===== src/rtl/ahci_dma_pkg.sv =====
// Shared constants and FSM encoding for the AHCI DMA AXI address-phase generator.
package ahci_dma_pkg;

   localparam int unsigned BEAT_BYTES     = 8;
   localparam int unsigned BEAT_SHIFT     = $clog2(BEAT_BYTES);
   localparam int unsigned PAGE_BEATS     = 512;
   localparam int unsigned PAGE_OFS_WIDTH = $clog2(PAGE_BEATS);
   localparam int unsigned AXI_LEN_WIDTH  = 4;
   localparam int unsigned AXI_ID_WIDTH   = 6;
   localparam int unsigned CREDIT_WIDTH   = 4;

   typedef enum logic [2:0] {
      ST_IDLE  = 3'd0,
      ST_CALC  = 3'd1,
      ST_ISSUE = 3'd2,
      ST_NEXT  = 3'd3,
      ST_DRAIN = 3'd4
   } dma_state_e;

endpackage


===== src/rtl/ahci_dma_credit_cnt.sv =====
// Saturating up/down occupancy counter with full/empty flags.
// Simultaneous inc and dec leave the count unchanged.
module ahci_dma_credit_cnt #(
   parameter int unsigned MAX_COUNT = 8,
   parameter int unsigned WIDTH     = 4
) (
   input  logic             clk,
   input  logic             rst,
   input  logic             inc,
   input  logic             dec,
   output logic [WIDTH-1:0] count,
   output logic             full_c,
   output logic             empty_c
);

   logic [WIDTH-1:0] count_nxt;

   always_comb begin
      count_nxt = count;
      if (inc && !dec && (count != WIDTH'(MAX_COUNT))) begin
         count_nxt = count + WIDTH'(1);
      end else if (dec && !inc && (count != '0)) begin
         count_nxt = count - WIDTH'(1);
      end
   end

   assign full_c  = (count == WIDTH'(MAX_COUNT));
   assign empty_c = (count == '0);

   always_ff @(posedge clk) begin
      if (rst) begin
         count <= '0;
      end else begin
         count <= count_nxt;
      end
   end

   // A completion with nothing outstanding is ignored but flagged in simulation.
   always_ff @(posedge clk) begin
      if (!rst) begin
         assert (!(dec && !inc && empty_c))
            else $error("ahci_dma_credit_cnt: completion with no credit outstanding");
      end
   end

endmodule


===== src/rtl/ahci_dma_burst_gen.sv =====
// AXI address-phase generator: splits DMA segments into bursts that never cross a
// 4 KiB page, limited by an outstanding-burst credit window, with abort/drain.
module ahci_dma_burst_gen
   import ahci_dma_pkg::*;
#(
   parameter int unsigned ADDR_WIDTH      = 32,
   parameter int unsigned LEN_WIDTH       = 19,
   parameter int unsigned MAX_BURST       = 16,
   parameter int unsigned MAX_OUTSTANDING = 8,
   parameter int unsigned AXI_ID          = 0
) (
   input  logic                             hclk,
   input  logic                             hrst,
   input  logic [ADDR_WIDTH-BEAT_SHIFT-1:0] seg_addr,
   input  logic [LEN_WIDTH-1:0]             seg_len,
   input  logic                             seg_last,
   input  logic                             seg_valid,
   output logic                             seg_ready,
   input  logic                             abort,
   output logic [ADDR_WIDTH-1:0]            a_addr,
   output logic [AXI_LEN_WIDTH-1:0]         a_len,
   output logic [AXI_ID_WIDTH-1:0]          a_id,
   output logic                             a_valid,
   input  logic                             a_ready,
   input  logic                             burst_done,
   output logic [CREDIT_WIDTH-1:0]          outstanding,
   output logic                             busy,
   output logic                             cmd_done,
   output logic                             cmd_aborted
);

   localparam int unsigned BA_W   = ADDR_WIDTH - BEAT_SHIFT;
   localparam int unsigned BLEN_W = $clog2(MAX_BURST + 1);
   localparam int unsigned CAP_W  = PAGE_OFS_WIDTH + 2;
   localparam int unsigned CMP_W  = (LEN_WIDTH > CAP_W) ? LEN_WIDTH : CAP_W;

   dma_state_e           state;
   logic [BA_W-1:0]      cur_addr;
   logic [LEN_WIDTH-1:0] rem;
   logic                 last_seg;
   logic [BLEN_W-1:0]    blen;
   logic                 abort_pend;

   logic                 hs_c;
   logic                 full_c;
   logic                 empty_c;
   logic [CAP_W-1:0]     page_left_c;
   logic [CAP_W-1:0]     cap_c;
   logic [BLEN_W-1:0]    blen_c;
   logic [LEN_WIDTH-1:0] rem_after_c;

   assign a_id = AXI_ID_WIDTH'(AXI_ID);

   // Burst length: remaining beats clipped to MAX_BURST and to the end of the page.
   always_comb begin
      hs_c        = a_valid & a_ready;
      page_left_c = CAP_W'(PAGE_BEATS) - CAP_W'(cur_addr[PAGE_OFS_WIDTH-1:0]);
      cap_c       = (page_left_c < CAP_W'(MAX_BURST)) ? page_left_c : CAP_W'(MAX_BURST);
      blen_c      = (CMP_W'(rem) < CMP_W'(cap_c)) ? BLEN_W'(rem) : BLEN_W'(cap_c);
      rem_after_c = rem - LEN_WIDTH'(blen);
   end

   ahci_dma_credit_cnt #(
      .MAX_COUNT (MAX_OUTSTANDING),
      .WIDTH     (CREDIT_WIDTH)
   ) u_credit (
      .clk     (hclk),
      .rst     (hrst),
      .inc     (hs_c),
      .dec     (burst_done),
      .count   (outstanding),
      .full_c  (full_c),
      .empty_c (empty_c)
   );

   always_ff @(posedge hclk) begin
      if (hrst) begin
         state       <= ST_IDLE;
         cur_addr    <= '0;
         rem         <= '0;
         last_seg    <= 1'b0;
         blen        <= '0;
         abort_pend  <= 1'b0;
         seg_ready   <= 1'b0;
         a_addr      <= '0;
         a_len       <= '0;
         a_valid     <= 1'b0;
         busy        <= 1'b0;
         cmd_done    <= 1'b0;
         cmd_aborted <= 1'b0;
      end else begin
         cmd_done <= 1'b0;
         if (abort && (state != ST_IDLE)) begin
            cmd_aborted <= 1'b1;
         end
         case (state)
            ST_IDLE: begin
               seg_ready <= 1'b1;
               if (seg_valid && seg_ready) begin
                  cur_addr    <= seg_addr;
                  rem         <= seg_len;
                  last_seg    <= seg_last;
                  busy        <= 1'b1;
                  cmd_aborted <= 1'b0;
                  seg_ready   <= 1'b0;
                  state       <= ST_CALC;
               end
            end
            ST_CALC: begin
               if (abort) begin
                  state <= ST_DRAIN;
               end else if (rem == '0) begin
                  seg_ready <= !last_seg;
                  state     <= ST_NEXT;
               end else begin
                  blen    <= blen_c;
                  a_addr  <= {cur_addr, {BEAT_SHIFT{1'b0}}};
                  a_len   <= AXI_LEN_WIDTH'(blen_c - BLEN_W'(1));
                  a_valid <= !full_c;
                  state   <= ST_ISSUE;
               end
            end
            ST_ISSUE: begin
               if (hs_c) begin
                  a_valid  <= 1'b0;
                  cur_addr <= cur_addr + BA_W'(blen);
                  rem      <= rem_after_c;
                  if (abort || abort_pend) begin
                     abort_pend <= 1'b0;
                     state      <= ST_DRAIN;
                  end else if (rem_after_c != '0) begin
                     state <= ST_CALC;
                  end else begin
                     seg_ready <= !last_seg;
                     state     <= ST_NEXT;
                  end
               end else if (a_valid) begin
                  // An offered address must complete before the abort takes effect.
                  if (abort) begin
                     abort_pend <= 1'b1;
                  end
               end else if (abort) begin
                  state <= ST_DRAIN;
               end else begin
                  a_valid <= !full_c;
               end
            end
            ST_NEXT: begin
               // A segment offered in the abort cycle belongs to the discarded command.
               if (abort) begin
                  seg_ready <= 1'b0;
                  state     <= ST_DRAIN;
               end else if (last_seg) begin
                  seg_ready <= 1'b0;
                  state     <= ST_DRAIN;
               end else if (seg_valid && seg_ready) begin
                  cur_addr  <= seg_addr;
                  rem       <= seg_len;
                  last_seg  <= seg_last;
                  seg_ready <= 1'b0;
                  state     <= ST_CALC;
               end
            end
            ST_DRAIN: begin
               seg_ready <= 1'b0;
               if (empty_c) begin
                  cmd_done  <= 1'b1;
                  busy      <= 1'b0;
                  seg_ready <= 1'b1;
                  state     <= ST_IDLE;
               end
            end
            default: begin
               state <= ST_IDLE;
            end
         endcase
      end
   end

endmodule


===== config.mk =====
export PLATFORM = sky130hd
export DESIGN_NAME = ahci_dma_burst_gen
export DESIGN_NICKNAME = d
export VERILOG_FILES = /design/src/rtl/ahci_dma_pkg.sv /design/src/rtl/ahci_dma_credit_cnt.sv /design/src/rtl/ahci_dma_burst_gen.sv
export SDC_FILE = /design/constraint.sdc
export NUM_CORES = 1
export LEC_CHECK = 0
export ABC_AREA = 1
export ABC_CLOCK_PERIOD_IN_PS = 8000
export CORE_ASPECT_RATIO = 0.8
export CORE_MARGIN = 2
export CORE_UTILIZATION = 60
export DETAILED_ROUTE_END_ITERATION = 6
export DONT_BUFFER_PORTS = 1
export MAX_ROUTING_LAYER = met4
export PLACE_DENSITY = 0.82
export SETUP_SLACK_MARGIN = 0.5
export SYNTH_ARGS = -nofsm -noshare
export SYNTH_HDL_FRONTEND = slang
export SYNTH_SLANG_ARGS = --single-unit

===== constraint.sdc =====
create_clock -name hclk -period 8 [get_ports hclk]
set_clock_uncertainty 0.05 [all_clocks]
set_input_delay 1.6 -clock hclk [delete_from_list [all_inputs] [get_ports hclk]]
set_output_delay 1.6 -clock hclk [all_outputs]
set_load 0.05 [all_outputs]

==> results.ini <==
[outcome]
status=completed

[detailed_routing]
maxUsedRoutingLayer=met4
first_iter_violations=579
wl_per_cell_um=16.3
routed_wl_um=17700
route.detailed.drc=0
vias=6454
met2_length_um=7300
viasPerCell=5.94
met3_length_um=1990
ant_nets=0
drtPass1Iterations=5
wl_met1_um=8200

[sta]
worst_pin_slew_ps=1080
relSlewSlack_pct=28.1
hold_violations=0
max_freq_mhz=266
setup_violations=0
rsz0062_at_grt=no
period_share_pct=46.9
timing.final.max_slew_violations=0
finalSetupTns_ps=0
period_needed_ps=3760

[clock_network]
h-tree-depth=3
clock-sinks=100
cts_buffers=9
clockBufferDepth=2
cts-hold-fix-buffers=0
clk_pin_slew_ps=70
clock_latency_ps=350
cts_tree=yes
postCtsSetupBuffers=0
cts-root-buf=clkbuf_16
cts_resized=0

[synthesis]
ys.flop_type=dfxtp_1
syn_area_mm2=0.00644
ys_seq_area_share_pct=31.1
synth.distinct_cells=51
syn_inst=962
synth.avg_cell_area_um2=6.69
synth_edf_count=0
synthArstFlopShare_pct=0
ys_ff_latch=100
yosysWarnings=0

[placed_design]
dp_hpwl_um=12700
gp_congestion=0.963
io_buffers=0
place.detailed.instances=1070

[final_layout]
layout-drive-gt1-share_pct=7.94
layout.cells.non_filler=1086
syn_to_final_growth_pct=5.03
num-nets-final=1021

[worst_hold_path]
min-delay-path-class=reg -> reg

[setup_path]
arrival_ps=3900
end_kind=register
worstSetupPathType=in -> reg
required_ps=8140
critPathLaunchType=input port
crit_path_max_fanout=58

[floorplan]
io-pin-count=106
rows=33
die_area_mm2=0.0116
core_region_area_mm2=0.0104
start_util_pct=62.1
die_x_um=120
die_height_um=96.6

[pwr]
p_leak_nw=2.71
total_power_mw=1.96
ir_worst_vdd_mv=0.174
powerDensity_mw_per_mm2=290

[global_routing]
grt_pass1_wl_um=28700
antenna_found_initial=1
track_usage_pct=31.2
grt-ovfl-total=0
grt_max_degree=67
grt_pass1_vias=5938

[flow_run]
cap_viol_max_count=0

## metrics by stage
step | setup WS [ps] | util [%] | hold WS, ps | cell area (um2)
floorplan | 4960 | - | 407 | 6480
global placement | 4020 | 62.2 | 420 | 6440
detailed placement | 3950 | 62.2 | 421 | 6440
CTS | 4260 | 65.2 | 440 | 6760
global route | 4040 | 65.2 | 470 | 6760
finish | 4240 | 65.2 | 449 | 6760
## layer usage
layer	vias up	track usage [%]
li1	3182	-
met1	2955	43.0
met2	293	45.3
met3	24	9.14
met4	0	6.88
met5	-	-
## layout by cell type (no fill, tap or decap), drive strengths merged, types with 15 or more instances in the layout
master,count
inv,103
nand2,201
o211ai,22
nor3,28
dfxtp,100
or2,15
ha,22
nand3,61
nand4,17
nor2,107
a21oi,103
o21ai,71
## flip-flops by register name, summed over array words and instances (netlist names), 3 cells and up
register,count
a_len,4
rem,19
u_credit.count,4
blen,5
a_addr,29
state,3
cur_addr,29
## final cells by class
cell class / count / area, um2
multi-input combinational: 723 / 3850
fill: 952 / 3600
sequential: 100 / 2000
inverter: 103 / 387
clock buffer: 9 / 225
tap: 140 / 175
clock inverter: 6 / 88.8
timing repair buffer: 4 / 30.0
antenna: 1 / 2.50
## path summary, 6_finish.rpt
path	from	to	slack [ps]	cells past startpoint
max	a_ready	cur_addr[3]	4240	9
min	cur_addr[27]	cur_addr[27]	450	2
max reg2reg	state[1]	cur_addr[3]	4360	10
min reg2reg	cur_addr[27]	cur_addr[27]	450	2
## Yosys cell counts, types with 3 or more instances
| cell type | instances | area [um2] |
|---|---|---|
| nand2_2 | 9 | 56.3 |
| fa_1 | 3 | 60.1 |
| dfxtp_1 | 100 | 2000 |
| o211ai_1 | 22 | 165 |
| a221oi_1 | 8 | 70.1 |
| or2_2 | 12 | 75.1 |
| nor3_1 | 26 | 130 |
| buf_4 | 15 | 113 |
| nand3_1 | 61 | 305 |
| inv_1 | 93 | 349 |
| a211oi_1 | 9 | 67.6 |
| inv_2 | 9 | 33.8 |
| nand2_4 | 3 | 33.8 |
| a21oi_1 | 100 | 500 |
| nand2_1 | 189 | 709 |
| a221oi_2 | 4 | 60.1 |
| nor2_1 | 96 | 360 |
| clkbuf_1 | 22 | 82.6 |
| xor2_1 | 5 | 43.8 |
| nor2_2 | 9 | 56.3 |
| nand4_1 | 17 | 106 |
| nor4_1 | 5 | 31.3 |
| buf_2 | 7 | 35.0 |
| xnor2_1 | 3 | 26.3 |
| o21ai_0 | 67 | 335 |
| nand3b_1 | 10 | 75.1 |
| ha_1 | 22 | 275 |
## report_power, final
group | switching [mW] | total, mW | internal, mW
Clock | 0.200 | 0.473 | 0.273
Sequential | 0.171 | 0.740 | 0.569
Combinational | 0.494 | 0.749 | 0.255
## logic make-up (layout without fill, tap and decap cells)
family | after synthesis | count (layout) | share of synthesized area [%]
adders and majority gates | 25 | 25 | 5.21
xor gates and xnor gates | 8 | 8 | 1.09
muxes | 1 | 1 | 0.156
buffers and inverters | 150 | 122 | 9.88
DFF | 100 | 100 | 31.1
other | 2 | 14 | 0.117
and+or+nand+nor | 446 | 446 | 31.3
AOI/OAI and AO/OA | 230 | 230 | 21.2
## worst max-delay path, stage by stage
cell and delay [ps]:
nand2_1 70, nand2_1 160, inv_2 50, nor2_2 130, inv_2 50, nor2_4 640
inv_2 670, a221oi_1 430, a211oi_1 70
No activity file was read; power rests on OpenSTA's default activity.
